--- config.mk ---
export PLATFORM = sky130hd
export DESIGN_NAME = regfile_scoreboard
export DESIGN_NICKNAME = d
export VERILOG_FILES = /design/src/rtl/regfile_scoreboard.sv
export SDC_FILE = /design/constraint.sdc
export NUM_CORES = 1
export LEC_CHECK = 0
export BUFFER_PORTS_ARGS = -buffer_cell sky130_fd_sc_hd__buf_2
export CORE_ASPECT_RATIO = 1.5
export CORE_MARGIN = 2
export CORE_UTILIZATION = 37
export CTS_CLUSTER_DIAMETER = 200
export CTS_CLUSTER_SIZE = 12
export DETAILED_ROUTE_END_ITERATION = 16
export PLACE_DENSITY_LB_ADDON = 0.25
export SLEW_MARGIN = 10
export SYNTH_ARGS = -nofsm -noshare
export SYNTH_HDL_FRONTEND = slang
export SYNTH_SLANG_ARGS = --single-unit
--- constraint.sdc ---
create_clock -name clk -period 3.13 [get_ports clk]
set_input_delay 0.1565 -clock clk [delete_from_list [all_inputs] [get_ports clk]]
set_output_delay 0.1565 -clock clk [all_outputs]
set_load 0.03 [all_outputs]
--- src/rtl/regfile_scoreboard.sv ---
// Register scoreboard: per-register in-flight write counters gate instruction issue,
// with a RUN/DRAIN controller for pipeline quiesce and a sticky release-underflow flag.

module sb_cnt #(
   parameter int CNTW = 2
) (
   input  logic clk,
   input  logic reset,
   input  logic flush_i,
   input  logic inc_i,
   input  logic dec_i,
   output logic busy_o,
   output logic full_o,
   output logic uflow_o
);
   localparam logic [CNTW-1:0] MAX = '1;

   logic [CNTW-1:0] cnt_q, cnt_d;

   always_comb begin
      cnt_d = cnt_q;
      if (flush_i)
         cnt_d = '0;
      else if (inc_i && !dec_i && cnt_q != MAX)
         cnt_d = cnt_q + CNTW'(1);
      else if (dec_i && !inc_i && cnt_q != '0)
         cnt_d = cnt_q - CNTW'(1);
   end

   always_ff @(posedge clk or posedge reset) begin
      if (reset) cnt_q <= '0;
      else       cnt_q <= cnt_d;
   end

   assign busy_o  = (cnt_q != '0);
   assign full_o  = (cnt_q == MAX);
   // A release matched by a same-cycle issue nets to zero and is not an underflow.
   assign uflow_o = !flush_i && dec_i && !inc_i && (cnt_q == '0);
endmodule

module regfile_scoreboard #(
   parameter int NREGS = 16,
   parameter int CNTW  = 2
) (
   input  logic             clk,
   input  logic             reset,
   input  logic             issue_valid,
   output logic             issue_ready,
   input  logic             src_a_valid,
   input  logic             src_b_valid,
   input  logic [0:3]       src_a,
   input  logic [0:3]       src_b,
   input  logic             dst_valid,
   input  logic [0:3]       dst,
   input  logic             dst2_valid,
   input  logic [0:3]       dst2,
   input  logic             dst_rsp,
   input  logic             wb_valid,
   input  logic [0:NREGS-1] wb_mask,
   input  logic             drain_req,
   output logic             drain_done,
   input  logic             flush,
   output logic [0:NREGS-1] busy_mask,
   output logic             stall,
   output logic             sb_error
);
   localparam int RSP = 4;

   typedef enum logic {RUN, DRAIN} state_e;

   state_e           state_q, state_d;
   logic [NREGS-1:0] iss_mask, inc, dec, busy, full, uflow;
   logic             hazard, fire, all_idle;
   logic             sb_error_q, sb_error_d;

   // Destinations are OR-ed so a register named twice still counts once.
   always_comb begin
      iss_mask = '0;
      if (dst_valid)  iss_mask[dst]  = 1'b1;
      if (dst2_valid) iss_mask[dst2] = 1'b1;
      if (dst_rsp)    iss_mask[RSP]  = 1'b1;
   end

   // Ready looks only at registered counters: a same-cycle writeback never bypasses.
   assign hazard      = (src_a_valid && busy[src_a]) || (src_b_valid && busy[src_b]) ||
                        (|(iss_mask & full));
   assign issue_ready = (state_q == RUN) && !hazard;
   assign stall       = issue_valid && !issue_ready;
   assign fire        = issue_valid && issue_ready && !flush;
   assign all_idle    = ~|busy;

   for (genvar g = 0; g < NREGS; g++) begin : g_reg
      assign inc[g]       = fire && iss_mask[g];
      assign dec[g]       = wb_valid && wb_mask[g];
      assign busy_mask[g] = busy[g];

      sb_cnt #(.CNTW(CNTW)) u_cnt (
         .clk     (clk),
         .reset   (reset),
         .flush_i (flush),
         .inc_i   (inc[g]),
         .dec_i   (dec[g]),
         .busy_o  (busy[g]),
         .full_o  (full[g]),
         .uflow_o (uflow[g])
      );
   end

   always_comb begin
      state_d    = state_q;
      drain_done = 1'b0;
      case (state_q)
         RUN:   if (drain_req) state_d = DRAIN;
         DRAIN: if (all_idle) begin
            drain_done = 1'b1;
            state_d    = RUN;
         end
         default: state_d = RUN;
      endcase
      if (flush) begin
         state_d    = RUN;
         drain_done = 1'b0;
      end
   end

   assign sb_error_d = sb_error_q || (|uflow);

   always_ff @(posedge clk or posedge reset) begin
      if (reset) begin
         state_q    <= RUN;
         sb_error_q <= 1'b0;
      end else begin
         state_q    <= state_d;
         sb_error_q <= sb_error_d;
      end
   end

   assign sb_error = sb_error_q;
endmodule
# ---- Yosys cells after proc, flatten, opt, wreduce, memory -nomap -nowiden
# Cells that the tools add are included.
dict set report op_classes {
  add_sub_neg 32
  n_lt_le_gt_ge 6
  n_eq_ne 32
  mux 66
  n_bitwise 3
  reduce_logical 241
}
# operator n
set op_table {}
lappend op_table {{1-bit logical AND} 152}
lappend op_table {{2-bit two-way mux} 48}
lappend op_table {{3-bit nonzero test} 16}
lappend op_table {{16-bit OR reduction} 3}
lappend op_table {{1-bit zero test} 35}
lappend op_table {{2-bit by 1-bit adder with 2-bit output (second input constant)} 16}
lappend op_table {{2-bit equality test (second input constant)} 16}
lappend op_table {{2-bit zero test} 16}
lappend op_table {{16-bit two-way mux} 2}
lappend op_table {{2-bit inequality test (second input constant)} 16}
lappend op_table {{2-bit nonzero test} 16}
lappend op_table {{2-bit by 1-bit subtractor with 2-bit output (second input constant)} 16}
lappend op_table {{4-bit by 5-bit < comparator with 1-bit output (second input constant)} 4}
lappend op_table {{16-bit AND} 1}
lappend op_table {{16-bit OR} 1}
lappend op_table {{1-bit two-way mux} 11}
lappend op_table {{1-bit binary-select mux with 4-bit select} 2}
lappend op_table {{1-bit demux with 4-bit select} 2}
lappend op_table {{4-bit by 1-bit greater-or-equal comparator with 1-bit output (second input constant)} 2}
lappend op_table {{1-bit logical OR} 3}
lappend op_table {{1-bit one-hot mux with 2 select lines} 1}
lappend op_table {{1-bit NOT} 1}
dict set report word_totals {
  register_bits 34
  in_bits 43
  output_inout_bits 20
  elab_cells 398
}

# ---- Depth between registers and ports, before layout
dict set report depth {
  ltp_word 22
  mapped_depth 11
}

# ---- Modules after synthesis
# From an unflattened synthesis, not the netlist that was laid out.
dict set report hier_totals {
  cells_unflattened 407
  hier_area_um2 3253.1
}
# mod n_inst cells_per_inst area_each_um2
set by_module_without_submodules {}
lappend by_module_without_submodules {sb_cnt 16 17 138.9}
lappend by_module_without_submodules {regfile_scoreboard 1 135 1031.0}

# ---- Worst setup path after synthesis
# OpenSTA, ideal clock, no wires.
dict set report synth_path {
  path_kind {register to output}
  startpoint {register g_reg[4].u_cnt.cnt_q[0]}
  endpoint {output port stall}
  t_arrival_ps 2978
  t_required_ps 2974
  setup_slack_ps -5
  stages_incl_launch_ff 9
  n_path_buf 1
  cell_sequence {dfrtp_1 > or2_1 > buf_6 > mux4_2 > o31ai_1 > a21oi_1 > a2111oi_4 > nor3b_1 > nor2b_1}
}
dict set report synth_via {
  elab_chain_len 10
}
# item line_no
set synth_lines {}
lappend synth_lines {{start, declared} 18} ;# logic [CNTW-1:0] cnt_q, cnt_d;
lappend synth_lines {{start signal, assigned} 32} ;# else cnt_q <= cnt_d;
lappend synth_lines {{2-bit nonzero test (*)} 35} ;# assign busy_o = (cnt_q != '0);
lappend synth_lines {{via g_reg[4].u_cnt.busy_o} 12} ;# output logic busy_o,
lappend synth_lines {{1-bit binary-select mux with 4-bit select} 85} ;# assign hazard = (src_a_valid && busy[src_a]) || (src_b_valid && busy[src_b]) ||
lappend synth_lines {{1-bit two-way mux (not written as such)} 85}
lappend synth_lines {{1-bit logical AND} 85}
lappend synth_lines {{1-bit logical OR (*) (2 in series)} 85}
lappend synth_lines {{1-bit zero test (*)} 87} ;# assign issue_ready = (state_q == RUN) && !hazard;
lappend synth_lines {{1-bit logical AND (*)} 87}
lappend synth_lines {{via issue_ready} 48} ;# output logic issue_ready,
lappend synth_lines {{1-bit zero test (*)} 88} ;# assign stall = issue_valid && !issue_ready;
lappend synth_lines {{1-bit logical AND (*)} 88}
lappend synth_lines {{end, declared} 64} ;# output logic stall,
# Mark *: on every way through the listed nets, which the timed path passes. The rest lies on a longest branch. The select of a mux whose other input is x is not followed.

# ---- Worst setup path after layout
dict set report layout_path {
  startpoint {register g_reg[9].u_cnt.cnt_q[1]}
  endpoint {register sb_error_q, in the netlist sb_error}
}
dict set report layout_via {
  elab_chain_len 16
}
# item line_no
set layout_lines {}
lappend layout_lines {{start, declared} 18}
lappend layout_lines {{start signal, assigned} 32}
lappend layout_lines {{2-bit nonzero test} 35}
lappend layout_lines {{1-bit binary-select mux with 4-bit select} 85}
lappend layout_lines {{1-bit two-way mux (not written as such)} 85}
lappend layout_lines {{1-bit logical AND} 85}
lappend layout_lines {{1-bit logical OR (2 in series)} 85}
lappend layout_lines {{1-bit zero test} 87}
lappend layout_lines {{1-bit logical AND} 87}
lappend layout_lines {{1-bit logical AND (2 in series)} 89} ;# assign fire = issue_valid && issue_ready && !flush;
lappend layout_lines {{1-bit logical AND} 93} ;# assign inc[g] = fire && iss_mask[g];
lappend layout_lines {{1-bit zero test} 38} ;# assign uflow_o = !flush_i && dec_i && !inc_i && (cnt_q == '0);
lappend layout_lines {{1-bit logical AND (2 in series)} 38}
lappend layout_lines {{16-bit OR reduction (*)} 126} ;# assign sb_error_d = sb_error_q || (|uflow);
lappend layout_lines {{1-bit logical OR (*)} 126}
lappend layout_lines {{via sb_error_d} 74} ;# logic sb_error_q, sb_error_d;
lappend layout_lines {{end signal, assigned} 134} ;# sb_error_q <= sb_error_d;
lappend layout_lines {{end, declared} 74}
# Marks and branches as above.
# A chain may end at the register's enable or synchronous reset.

==> results_dict.tcl <==
set metrics [dict create \
    io_buffers 62 \
    cts.clk_slew.worst_paths_ns 0.05 \
    cp_data_arrival_time_ns 3.15 \
    synth-seq-cells 34 \
    wl_met1_mm 4.35 \
    clock_sinks 34 \
    clkPwrFrac_pct 41.9 \
    finalHoldViolations 16 \
    numCtsBuffers 5 \
    startpoint_type "flip-flop" \
    initial_core_util_pct 37.9 \
    async_flop_share_pct 100 \
    p_total_mw 1.22 \
    tightestPinTransition_ns 0.723 \
    dp_hpwl_mm 9.30 \
    status "finished with violations" \
    clockBufferDepth 2 \
    antenna_found_initial 0 \
    synth_ff_type "dfrtp_1" \
    die_height_um 117 \
    finalNetCount 511 \
    final.min_clock_period_ns 3.00 \
    routedWlPerCell_um 20.3 \
    drive_gt1_share_pct 29.4 \
    gp_congestion 0.949 \
    p_int_mw 0.858 \
    period_share_pct 95.9 \
    vdd_drop_max_mv 0.239 \
    cts_tree "done" \
    nFillCells 854 \
    num_rows 41 \
    grt_pass1_vias 3491 \
    core_area_mm2 0.00836 \
    end_kind "flip-flop" \
    syn_nets 444 \
    fin_skew_ns 0.00552 \
    critical_path.max_fanout 13 \
    grt_usage_pct 25.8 \
    combPwrFrac_pct 21.4 \
    first_pass_iters 5 \
    post-place-ws_ns 0.0257 \
    p_sw_mw 0.363 \
    netlist.area_leader.share_pct 26.9 \
    postRouteAntennaNets 0 \
    synth_edf_count 0 \
    seq_power_share_pct 36.7 \
    dr_wl_met2_mm 6.05 \
    whs_ns -0.0164 \
    drv_cap 0 \
    power.density_mw_per_mm2 318 \
    fmax_mhz 333 \
    ys_seq_area_share_pct 26.9 \
    top_layer "met4" \
    vias 3505 \
    wl_mm 11.7 \
    ys_warn_count 0 \
    area_growth_pct 21.1 \
    maxSlewHeadroom_pct 51.8 \
    ys_top_cells_by_count "nor2_1 (39), dfrtp_1 (34), nand2_1 (33)" \
    post-synth-top-area-cell "dfrtp_1" \
    switching_share_pct 29.7 \
    wl_met3_um 568 \
    grt_max_degree 32 \
    synthCells 401 \
    cts_root_buffer "clkbuf_16" \
    yosys-top-cells-area "dfrtp_1 (27%), nor2_1 (4.6%), buf_4 (4.3%), mux4_2 (4.3%), nand2_1 (3.9%)" \
    setup_viol 0 \
    clkLatencyLatePin_ns 0.29 \
    setup_tns_ns 0 \
    grt_first_pass_wirelength_mm 18.5 \
    netlist_area_mm2 0.00317 \
    pin_count 63 \
    slew_violations 0 \
    drc 0 \
    h-tree-depth 2 \
    violations "negative hold slack" \
    yosysMostFrequentCell "nor2_1" \
    avgSynthCellArea_um2 7.90 \
    overflow 0 \
    crit_required_ns 3.28 \
    vias_per_cell 6.09 \
    dieArea_mm2 0.00933 \
    holdBufCountCts 0 \
    hp-class "in2async" \
    criticalPathCategory "reg2reg" \
    die_w_um 79.5 \
    n_antenna_cell 0 \
    synthDistinctLibCells 62 \
    fin_ws_ns 0.129 \
    dr.first_iter.drc_count 285 \
    leakage_nw 1.76 \
]
-- cell families after synthesis --
kind of cell / count (synthesis) / synth area share (%)
AND/OR/NAND/NOR: 173 / 29.4
AO/OA/AOI/OAI: 130 / 28.9
buffers and inverters: 53 / 8.97
flip-flops: 34 / 26.9
multiplexers: 9 / 5.25
XOR/XNOR: 2 / 0.553
-- what timing repair did --
action | 4_1_cts | 5_1_grt
endpoints found under the hold margin | 0 | 0
setup endpoints to repair | 0 | 16
gates resized for setup | 0 | 13
buffers inserted | 0 | 4
-- worst max-delay path, stage by stage, from the launching register on --
cell and delay [ns]:
dfrtp_1 0.46, nor2_2 0.23, inv_1 0.09, mux4_2 0.46, nor3b_2 0.24, a211oi_4 0.07, nor4b_4 0.27, buf_4 0.19
and2_4 0.24, a21oi_1 0.16, a221oi_2 0.31, a41oi_1 0.14
-- state kept, by name (all words and copies together) (netlist names) --
register,cells
sb_error,1
state_q,1
g.u_cnt.cnt_q,32
-- routing by layer --
metal,up-vias,global-route usage [%]
met5,-,0
met2,143,44.5
li1,1637,-
met1,1680,29.5
met4,0,15.7
met3,45,3.15
-- cells in the final DEF (no fill, tap or decap), types with 3 or more instances in the layout --
cell type   n
a2111oi_0   4
a211oi_1   11
a21o_1      4
a21oi_1    23
a221oi_1    5
a22oi_1     3
a311oi_1    5
a31oi_1     6
and2_1     12
and3_1      6
buf_2      62
buf_4      31
clkbuf_16   5
dfrtp_1    32
inv_1      20
mux4_2      6
nand2_1    33
nand2b_1    9
nand3_1    15
nand3b_1    7
nand4_1     3
nor2_1     34
nor2_2      5
nor3_1     17
nor3_2      3
nor3b_2     3
nor4_1      4
o211ai_1    9
o21a_1      3
o21ai_0    13
o21ai_1     6
o22ai_1    18
or2_2       7
-- path summary, 6_finish.rpt --
check,start,end,slack [ns],depth (start not counted)
max,g_reg[9].u_cnt.cnt_q[1],sb_error,0.13,11
min,reset,g_reg[3].u_cnt.cnt_q[1],-0.02,2
max reg2reg,g_reg[9].u_cnt.cnt_q[1],sb_error,0.13,11
min reg2reg,g_reg[13].u_cnt.cnt_q[1],g_reg[13].u_cnt.cnt_q[1],0.60,2
max in group asynchronous,reset,g_reg[10].u_cnt.cnt_q[0],2.41,3
min in group clk,drain_req,state_q,0.13,3
-- final cells by class --
cell class / count / area, um2 / share of cell area [%]
multi-input cells: 314 / 2080 / 54.3
inverters: 20 / 75.1 / 1.96
well taps: 107 / 134 / 3.49
flip-flops and latches: 34 / 853 / 22.2
clock inverters: 1 / 5.00 / 0.130
clock buffers: 7 / 143 / 3.72
repair buffers: 93 / 543 / 14.2
-- power by group through the flow --
stage / Combinational, mW / Sequential (mW) / Clock, mW
6_report: 0.262 / 0.448 / 0.511
5_1_grt: 0.284 / 0.448 / 0.531
4_1_cts: 0.247 / 0.448 / 0.519
3_5_place_dp: 0.246 / 0.455 / 0
3_3_place_gp: 0.244 / 0.455 / 0
2_1_floorplan: 0.153 / 0.455 / 0
-- per-stage QoR --
step	utilization (%)	std cells	area [um2]
floorplan	-	401	3170
detailed placement	43.2	564	3610
finish	45.9	576	3840
global placement	43.2	564	3610
global route	45.9	576	3840
CTS	44.9	572	3760
(Power assumes the default switching activity.)
